<file path="config.mk">
export PLATFORM = sky130hd
export DESIGN_NAME = vram_arbiter_flat
export DESIGN_NICKNAME = d
export VERILOG_FILES = /design/src/rtl/vram_arbiter_pkg.sv /design/src/rtl/vram_arbiter_if.sv /design/src/rtl/vram_disp_pipe.sv /design/src/rtl/vram_arbiter.sv /design/src/flat_wrapper.sv
export SDC_FILE = /design/constraint.sdc
export NUM_CORES = 1
export LEC_CHECK = 0
export ABC_AREA = 1
export BUFFER_PORTS_ARGS = -buffer_cell sky130_fd_sc_hd__buf_2
export CAP_MARGIN = 40
export CORE_AREA = 2 2 110 85
export DETAILED_ROUTE_END_ITERATION = 12
export DIE_AREA = 0 0 112 87
export PLACE_DENSITY = 0.74
export SLEW_MARGIN = 20
export SYNTH_ARGS = -nofsm -noshare
export SYNTH_HDL_FRONTEND = slang
export SYNTH_SLANG_ARGS = --single-unit
</file>
<file path="constraint.sdc">
create_clock -name clk -period 3.5 [get_ports clk]
set_input_delay 0.175 -clock clk [delete_from_list [all_inputs] [get_ports clk]]
set_output_delay 0.175 -clock clk [all_outputs]
set_load 0.02 [all_outputs]
</file>
<file path="src/rtl/vram_arbiter_pkg.sv">
// Shared types and default widths for the VRAM arbiter and its neighbours.
// The CPU access FSM state encoding lives here so bench and tools see one definition.
package vram_arbiter_pkg;

   localparam int unsigned VRAM_ADDR_W = 16;
   localparam int unsigned VRAM_DATA_W = 16;
   localparam int unsigned VRAM_WAIT_W = 10;

   typedef enum logic [2:0] {
      StIdle,
      StPend,
      StGrant,
      StRead,
      StDone
   } cpu_state_e;

endpackage

</file>
<file path="src/rtl/vram_arbiter_if.sv">
// CPU-side VRAM bus: level request held until a one-cycle ack, plus wait-time telemetry.
interface vram_arbiter_if
   import vram_arbiter_pkg::*;
#(
   parameter int unsigned ADDR_W = VRAM_ADDR_W,
   parameter int unsigned DATA_W = VRAM_DATA_W,
   parameter int unsigned WAIT_W = VRAM_WAIT_W
);

   logic              cpu_req;
   logic              cpu_we;
   logic [ADDR_W-1:0] cpu_addr;
   logic [1:0]        cpu_be;
   logic [DATA_W-1:0] cpu_wdata;
   logic              cpu_ack;
   logic [DATA_W-1:0] cpu_rdata;
   logic [WAIT_W-1:0] cpu_wait;

   modport master (
      output cpu_req,
      output cpu_we,
      output cpu_addr,
      output cpu_be,
      output cpu_wdata,
      input  cpu_ack,
      input  cpu_rdata,
      input  cpu_wait
   );

   modport slave (
      input  cpu_req,
      input  cpu_we,
      input  cpu_addr,
      input  cpu_be,
      input  cpu_wdata,
      output cpu_ack,
      output cpu_rdata,
      output cpu_wait
   );

endinterface

</file>
<file path="src/rtl/vram_disp_pipe.sv">
// Scanout return path: a request at cycle N shows up as disp_data/disp_valid at N+2,
// regardless of what the CPU side is doing.
module vram_disp_pipe
   import vram_arbiter_pkg::*;
#(
   parameter int unsigned DATA_W = VRAM_DATA_W
) (
   input  logic              clk,
   input  logic              clrn,
   input  logic              disp_req,
   input  logic [DATA_W-1:0] vram_rdata,
   output logic [DATA_W-1:0] disp_data,
   output logic              disp_valid
);

   logic              req_d1_q;
   logic              valid_q;
   logic [DATA_W-1:0] data_q;
   logic [DATA_W-1:0] data_d;

   // RAM data belongs to the request issued one cycle ago; otherwise hold last pixel.
   always_comb begin
      data_d = data_q;
      if (req_d1_q) begin
         data_d = vram_rdata;
      end
   end

   always_ff @(posedge clk or negedge clrn) begin
      if (!clrn) begin
         req_d1_q <= 1'b0;
         valid_q  <= 1'b0;
         data_q   <= '0;
      end else begin
         req_d1_q <= disp_req;
         valid_q  <= req_d1_q;
         data_q   <= data_d;
      end
   end

   assign disp_data  = data_q;
   assign disp_valid = valid_q;

endmodule

</file>
<file path="src/rtl/vram_arbiter.sv">
// Single-port VRAM arbiter: scanout has absolute priority, CPU accesses are latched
// and slipped into free cycles, with a saturating counter of how long the CPU waited.
module vram_arbiter
   import vram_arbiter_pkg::*;
#(
   parameter int unsigned ADDR_W = VRAM_ADDR_W,
   parameter int unsigned DATA_W = VRAM_DATA_W,
   parameter int unsigned WAIT_W = VRAM_WAIT_W
) (
   input  logic              clk,
   input  logic              clrn,
   input  logic              disp_req,
   input  logic [ADDR_W-1:0] disp_addr,
   output logic [DATA_W-1:0] disp_data,
   output logic              disp_valid,
   vram_arbiter_if.slave     cpu,
   output logic [ADDR_W-1:0] vram_addr,
   output logic              vram_we,
   output logic [1:0]        vram_be,
   output logic [DATA_W-1:0] vram_wdata,
   input  logic [DATA_W-1:0] vram_rdata
);

   cpu_state_e        state_q, state_d;
   logic              lat_we_q;
   logic [ADDR_W-1:0] lat_addr_q;
   logic [1:0]        lat_be_q;
   logic [DATA_W-1:0] lat_wdata_q;
   logic              latch_en;
   logic [DATA_W-1:0] rdata_q, rdata_d;
   logic [WAIT_W-1:0] wait_q, wait_d;
   logic              just_done_q;

   always_comb begin
      state_d  = state_q;
      wait_d   = wait_q;
      rdata_d  = rdata_q;
      latch_en = 1'b0;
      unique case (state_q)
         StIdle: begin
            wait_d = '0;
            // Skip the cycle right after an ack so a still-held request is not re-serviced.
            if (cpu.cpu_req && !just_done_q) begin
               latch_en = 1'b1;
               state_d  = StPend;
            end
         end
         StPend: begin
            if (wait_q != '1) begin
               wait_d = wait_q + 1'b1;
            end
            if (!disp_req) begin
               state_d = StGrant;
            end
         end
         StGrant: begin
            if (disp_req) begin
               state_d = StPend;
            end else if (lat_we_q) begin
               state_d = StDone;
            end else begin
               state_d = StRead;
            end
         end
         StRead: begin
            rdata_d = vram_rdata;
            state_d = StDone;
         end
         StDone: begin
            wait_d  = '0;
            state_d = StIdle;
         end
         default: begin
            state_d = StIdle;
         end
      endcase
   end

   always_ff @(posedge clk or negedge clrn) begin
      if (!clrn) begin
         state_q     <= StIdle;
         wait_q      <= '0;
         rdata_q     <= '0;
         just_done_q <= 1'b0;
      end else begin
         state_q     <= state_d;
         wait_q      <= wait_d;
         rdata_q     <= rdata_d;
         just_done_q <= (state_q == StDone);
      end
   end

   always_ff @(posedge clk or negedge clrn) begin
      if (!clrn) begin
         lat_we_q    <= 1'b0;
         lat_addr_q  <= '0;
         lat_be_q    <= '0;
         lat_wdata_q <= '0;
      end else if (latch_en) begin
         lat_we_q    <= cpu.cpu_we;
         lat_addr_q  <= cpu.cpu_addr;
         lat_be_q    <= cpu.cpu_be;
         lat_wdata_q <= cpu.cpu_wdata;
      end
   end

   // Port mux; scanout overrides a GRANT in the same cycle, and reset forces the port quiet.
   always_comb begin
      vram_addr  = '0;
      vram_we    = 1'b0;
      vram_be    = '0;
      vram_wdata = '0;
      if (!clrn) begin
         vram_addr = '0;
      end else if (disp_req) begin
         vram_addr = disp_addr;
      end else if (state_q == StGrant) begin
         vram_addr  = lat_addr_q;
         vram_we    = lat_we_q;
         vram_be    = lat_be_q;
         vram_wdata = lat_wdata_q;
      end
   end

   assign cpu.cpu_ack   = (state_q == StDone);
   assign cpu.cpu_rdata = rdata_q;
   assign cpu.cpu_wait  = wait_q;

   vram_disp_pipe #(
      .DATA_W (DATA_W)
   ) u_disp_pipe (
      .clk        (clk),
      .clrn       (clrn),
      .disp_req   (disp_req),
      .vram_rdata (vram_rdata),
      .disp_data  (disp_data),
      .disp_valid (disp_valid)
   );

endmodule

</file>
<file path="src/flat_wrapper.sv">
// flat-port wrapper written by rule: the top's interface ports become plain ports
module vram_arbiter_flat import vram_arbiter_pkg::*;
#(
   parameter int unsigned ADDR_W = VRAM_ADDR_W,
   parameter int unsigned DATA_W = VRAM_DATA_W,
   parameter int unsigned WAIT_W = VRAM_WAIT_W
)
  (clk, clrn, disp_req, disp_addr, disp_data, disp_valid, vram_addr, vram_we, vram_be, vram_wdata, vram_rdata, cpu_cpu_req, cpu_cpu_we, cpu_cpu_addr, cpu_cpu_be, cpu_cpu_wdata, cpu_cpu_ack, cpu_cpu_rdata, cpu_cpu_wait);
  vram_arbiter_if #(.ADDR_W(ADDR_W), .DATA_W(DATA_W), .WAIT_W(WAIT_W)) cpu_i ();
  input  logic clk;
  input  logic clrn;
  input  logic disp_req;
  input  logic [ADDR_W-1:0] disp_addr;
  output logic [DATA_W-1:0] disp_data;
  output logic disp_valid;
  output logic [ADDR_W-1:0] vram_addr;
  output logic vram_we;
  output logic [1:0] vram_be;
  output logic [DATA_W-1:0] vram_wdata;
  input  logic [DATA_W-1:0] vram_rdata;
  input wire logic [$bits(cpu_i.cpu_req)-1:0] cpu_cpu_req;
  input wire logic [$bits(cpu_i.cpu_we)-1:0] cpu_cpu_we;
  input wire logic [$bits(cpu_i.cpu_addr)-1:0] cpu_cpu_addr;
  input wire logic [$bits(cpu_i.cpu_be)-1:0] cpu_cpu_be;
  input wire logic [$bits(cpu_i.cpu_wdata)-1:0] cpu_cpu_wdata;
  output wire logic [$bits(cpu_i.cpu_ack)-1:0] cpu_cpu_ack;
  output wire logic [$bits(cpu_i.cpu_rdata)-1:0] cpu_cpu_rdata;
  output wire logic [$bits(cpu_i.cpu_wait)-1:0] cpu_cpu_wait;
  assign cpu_i.cpu_req = cpu_cpu_req;
  assign cpu_i.cpu_we = cpu_cpu_we;
  assign cpu_i.cpu_addr = cpu_cpu_addr;
  assign cpu_i.cpu_be = cpu_cpu_be;
  assign cpu_i.cpu_wdata = cpu_cpu_wdata;
  assign cpu_cpu_ack = cpu_i.cpu_ack;
  assign cpu_cpu_rdata = cpu_i.cpu_rdata;
  assign cpu_cpu_wait = cpu_i.cpu_wait;
  vram_arbiter #(.ADDR_W(ADDR_W), .DATA_W(DATA_W), .WAIT_W(WAIT_W)) u_core (.clk(clk), .clrn(clrn), .disp_req(disp_req), .disp_addr(disp_addr), .disp_data(disp_data), .disp_valid(disp_valid), .cpu(cpu_i), .vram_addr(vram_addr), .vram_we(vram_we), .vram_be(vram_be), .vram_wdata(vram_wdata), .vram_rdata(vram_rdata));
endmodule
</file>
# [After elaboration in Yosys (flattened, before gate mapping)]
# Cells that the tools add are included.
[word_totals] reg_bits=83 in_bits=71 output_inout_bits=79 elab_cells=48
[op_classes] addsub=1 eq_ne=8 muxes=21 reduce_logical=7
[ops] operator="two-way mux 16 bit" n=6
[ops] operator="one-hot mux 10 bit (2 select lines)" n=1
[ops] operator="two-way mux 3 bit" n=4
[ops] operator="one-hot mux 3 bit (4 select lines)" n=1
[ops] operator="adder 10 x 1 -> 10 bit (second input constant)" n=1
[ops] operator="two-way mux 10 bit" n=1
[ops] operator="inequality test 10 bit (second input constant)" n=1
[ops] operator="equality test 3 x 2 -> 1 bit (second input constant)" n=2
[ops] operator="two-way mux 2 bit" n=3
[ops] operator="two-way mux 1 bit" n=5
[ops] operator="inequality test 2 x 1 -> 1 bit (second input constant)" n=2
[ops] operator="AND reduction 2 bit" n=2
[ops] operator="equality test 3 x 1 -> 1 bit (second input constant)" n=1
[ops] operator="equality test 3 bit (second input constant)" n=1
[ops] operator="logical NOT 3 bit" n=1
[ops] operator="inequality test 2 bit (second input constant)" n=1
[ops] operator="nonzero test 2 bit" n=1
[ops] operator="OR reduction 2 bit" n=1
[ops] operator="logical AND 1 bit" n=1
[ops] operator="logical NOT 1 bit" n=1

# [Depth between registers and ports, before layout]
[logic_depth] word_depth=4 mapped_depth=8 ltp_nobuf=8

# [Hierarchy]
# Synthesis repeated with hierarchy kept, for this count alone.
[hier_totals] cells_unflattened=465 area_unflattened_um2=3912.5
[modules_own_cells] module="vram_arbiter" instances=1 cells_per_inst=395 area_per_inst_um2=3218.1
[modules_own_cells] module="vram_disp_pipe" instances=1 cells_per_inst=70 area_per_inst_um2=694.4

# [Worst setup path after synthesis]
# No wires, ideal clock.
[synth_timing] path_type="register to output" startpoint="register u_core.state_q[0]" endpoint="output port vram_we" t_arrival_ns=1.351 t_required_ns=3.325 path_slack_ns=1.974 stages_incl_launch_ff=4 cell_sequence="dfrtp_1 nor3_4 inv_1 nor3b_1"
[synth_between] elab_chain_cells=4
[synth_rtl] element="start: declaration" line_no="vram_arbiter.sv:24" rtl="cpu_state_e state_q, state_d;"
[synth_rtl] element="start signal: assignment" line_no="vram_arbiter.sv:81" rtl="state_q <= StIdle;"
[synth_rtl] element="start signal: assignment" line_no="vram_arbiter.sv:86" rtl="state_q <= state_d;"
[synth_rtl] element="equality test 3 x 2 -> 1 bit" line_no="vram_arbiter.sv:117" rtl="end else if (state_q == StGrant) begin"
[synth_rtl] element="two-way mux 1 bit" line_no="vram_arbiter.sv:117"
[synth_rtl] element="two-way mux 1 bit" line_no="vram_arbiter.sv:115" rtl="end else if (disp_req) begin"
[synth_rtl] element="two-way mux 1 bit" line_no="vram_arbiter.sv:113" rtl="if (!clrn) begin"
[synth_rtl] element="end: declaration" line_no="flat_wrapper.sv:17" rtl="output logic vram_we;"
# Every way passes these cells.

# [Final worst setup path]
[layout_timing] startpoint="input port clrn" endpoint="output port vram_wdata[15]"
[layout_between] elab_chain_cells=1
[layout_rtl] element="start: declaration" line_no="flat_wrapper.sv:11" rtl="input logic clrn;"
[layout_rtl] element="two-way mux 16 bit" line_no="vram_arbiter.sv:113"
[layout_rtl] element="end: declaration" line_no="flat_wrapper.sv:19" rtl="output logic [DATA_W-1:0] vram_wdata;"
# Every way passes these cells.

==> impl_metrics.py <==
metrics = {
    "run_status": {
        "run_status": "completed",
    },
    "worst_setup_path": {
        "cp_max_fo": 47,
        "rr_worst_depth": 6,
        "max_stage_delay_ns": 0.52,
        "endpoint_kind": "output pin",
        "start_kind": "input port",
        "cp.depth": 5,
        "crit_family": "buffers and inverters",
        "crit_required_ns": 3.32,
        "cp_cell_sequence": "dlygate4sd3_1 > buf_4 > nand2_1 > nor2_1 > buf_2",
        "path_buf_inv": 3,
        "critPathSlowestCell": "dlygate4sd3_1",
        "cp.arrival_ns": 2.08,
        "path_class": "input port to output pin",
    },
    "yosys": {
        "yosys.area_share.adder": 0.00327,
        "synth-warning-count": 0,
        "syn_nets": 552,
        "synth_top_family_by_area": "simple AND/OR/NAND/NOR gates",
        "synth_compound_area_frac": 0.102,
        "synthXorXnorAreaFrac": 0.00458,
        "synth.distinct_cells": 24,
        "synth_area_sq_um": 3820,
        "syn_avg_cell_area_sq_um": 7.96,
        "seq_area_frac_synth": 0.544,
        "syn_inst": 480,
        "synth.area.mux_share": 0,
        "synth_top_cell_area_share": 0.544,
        "synth.largest_area_cell": "dfrtp_1",
        "synth.area.top_cells": "dfrtp_1 (54%), nand2_1 (15%), nand3_1 (6.9%), o21ai_0 (4.8%), a21oi_1 (4.7%)",
        "yosys.area_share.simple": 0.279,
        "synth_seq_cells": 83,
    },
    "power": {
        "netSwitchingFraction": 0.384,
        "p_clk_frac": 0.258,
        "p_leak_nw": 2.67,
        "netSwitchingPower_mw": 1.40,
        "p_int_mw": 2.26,
        "pwr_density_cell_nw_per_um2": 736,
        "p_seq_frac": 0.407,
        "vdd_ir_drop_max_v": 0.000313,
        "power_frac_comb": 0.335,
    },
    "cts": {
        "post-cts-setup-buffers": 0,
        "clockBufferDepth": 2,
        "cts_root_buffer": "clkbuf_16",
        "cts_htree_levels": 3,
        "clkLatencyLatePin_ns": 0.33,
        "cts_tree": "done",
        "clkTransAtPathRegs_ns": 0.06,
        "clock_sinks": 83,
        "cts_buffers": 9,
    },
    "timing": {
        "finalSetupViolCount": 0,
        "worst_slew_pin_slew_ns": 0.648,
        "clock_skew_ns": 0.00664,
        "fmax_mhz": 443,
        "rsz0062_at_grt": "false",
        "tns_ns": 0,
        "min_period_ns": 2.26,
        "min_period_over_period": 0.645,
        "maxSlewViolCount": 0,
        "maxSlewHeadroom": 0.567,
        "final_hold_viol_count": 0,
    },
    "placed_design": {
        "port_buffers": 149,
        "gp_congestion": 0.860,
        "dpl-instance-area_sq_um": 4630,
        "hpwl_mm": 7.11,
        "placed_cells": 721,
    },
    "drt": {
        "wl_per_cell_um": 13.4,
        "first_pass_iters": 4,
        "drtIter0Drc": 199,
        "drc": 0,
        "wl_mm": 9.94,
        "ant_nets": 0,
        "num_vias": 3654,
        "viasPerCell": 4.94,
    },
    "global_route": {
        "grt_pass1_vias": 3415,
        "grt_overflow": 0,
        "grt_pass1_wl_mm": 16.1,
        "grt_max_degree": 48,
        "grtUsageTotal": 0.208,
        "grt_antenna_before_repair": 0,
    },
    "layout": {
        "final_util": 0.567,
        "instances_no_fill": 739,
        "area_delta_synth_final_pct": 30.3,
        "nFillCells": 822,
        "layout-drive-gt1-share": 0.284,
        "final_common_cell": "nand2_1",
        "diodes": 0,
        "mostFrequentLayoutCells": "nand2_1 (151), buf_2 (148), dfrtp_1 (83), nand3_1 (53), nor2_1 (48)",
        "nNetsFinal": 695,
        "final_cell_area_sq_um": 4980,
    },
    "floorplan": {
        "ios": 150,
        "coreArea_sq_um": 8780,
        "die_w_um": 112,
        "dieArea_sq_um": 9740,
        "rows": 30,
        "initial_core_util": 0.435,
        "fp.dieH_um": 87,
    },
    "worst_hold_path": {
        "hold_depth": 3,
        "worst_hold_path_type": "input port to register",
    },
    "run": {
        "maxCapViolations": 0,
    },
}
[repair_timing]
action | CTS | global route
resized for setup | 0 | 0
hold buffers | 2 | 0
hold endpoints to repair | 28 | 0
[sequential cells by signal, indices dropped and copies added (netlist names), 2 cells and up]
signal and count:
u_core.lat_be_q 2, u_core.cpu.cpu_wait 10, u_core.lat_wdata_q 16, u_core.state_q 3, u_core.cpu.cpu_rdata 16, u_core.lat_addr_q 16
u_core.u_disp_pipe.disp_data 16
[layout make-up]
cell class                      instances  area, sq um  share of cell area
Tap cell                              112          140              0.0282
Inverter                               32          120              0.0241
Clock inverter                          4         50.0              0.0101
Multi-Input combinational cell        339         1490               0.298
Clock buffer                           11          253              0.0508
Sequential cell                        83         2080               0.417
Timing Repair Buffer                  158          852               0.171
[power by group through the flow]
stage	clock network [mW]	logic (mW)	registers [mW]
2_1_floorplan	0	0.746	1.61
3_3_place_gp	0	1.18	1.49
3_5_place_dp	0	1.23	1.50
4_1_cts	0.966	1.23	1.49
5_1_grt	1.01	1.39	1.53
6_report	0.943	1.23	1.49
[per-stage QoR]
stage,power [mW],hold slack (ns),setup WS [ns]
after floorplan,2.36,-0.121,1.97
after global placement,2.67,0.179,1.34
after detailed placement,2.72,0.187,1.31
after CTS,3.69,0.0638,0.755
after global routing,3.93,0.0681,1.03
final,3.66,0.0757,1.24
[kinds of logic after synthesis]
| logic type | after synthesis |
|---|---|
| buffers and inverters | 58 |
| AOI/OAI and AO/OA | 77 |
| DFF | 83 |
| adders and majority gates | 1 |
| and+or+nand+nor | 259 |
| xor gates and xnor gates | 2 |
[tightest hold or removal path: cells and delay by family]
family / cells / cell delay, ns
and+or+nand+nor: 2 / 0.12
buffers and inverters: 1 / 0.08
[synthesized netlist by cell type]
master	instances
nand2_1	151
dfrtp_1	83
nand3_1	53
nor2_1	48
o21ai_0	37
a21oi_1	36
inv_1	29
clkbuf_1	14
buf_2	6
buf_4	3
buf_6	3
nor2_2	3
inv_2	2
o21ai_1	2
a31oi_1	1
clkinv_1	1
ha_1	1
nand2_2	1
nor3_1	1
nor3_4	1
nor3b_1	1
o21bai_1	1
xnor2_1	1
xor2_1	1
[final timing paths]
path / start / end / slack (ns)
min reg2reg: u_core.lat_wdata_q[15]$_DFFE_PN0P_ / u_core.lat_wdata_q[15]$_DFFE_PN0P_ / 0.47
min in group asynchronous: clrn / u_core.state_q[1]$_DFFE_PN0P_ / 0.37
max reg2reg: u_core.state_q[1]$_DFFE_PN0P_ / u_core.lat_we_q$_DFFE_PN0P_ / 1.30
max: clrn / vram_wdata[15] / 1.24
max in group asynchronous: clrn / u_core.cpu.cpu_rdata[5]$_DFFE_PN0N_ / 2.30
min: cpu_cpu_be[0] / u_core.lat_be_q[0]$_DFFE_PN0P_ / 0.08
[per-layer routing]
metal  part of all wire  global-route usage
met1               0.42               0.275
met3              0.056              0.0557
met2               0.50               0.339
met4              0.017              0.0654
met5                  0                   0
Note: power is estimated with default switching activity, not from simulation.
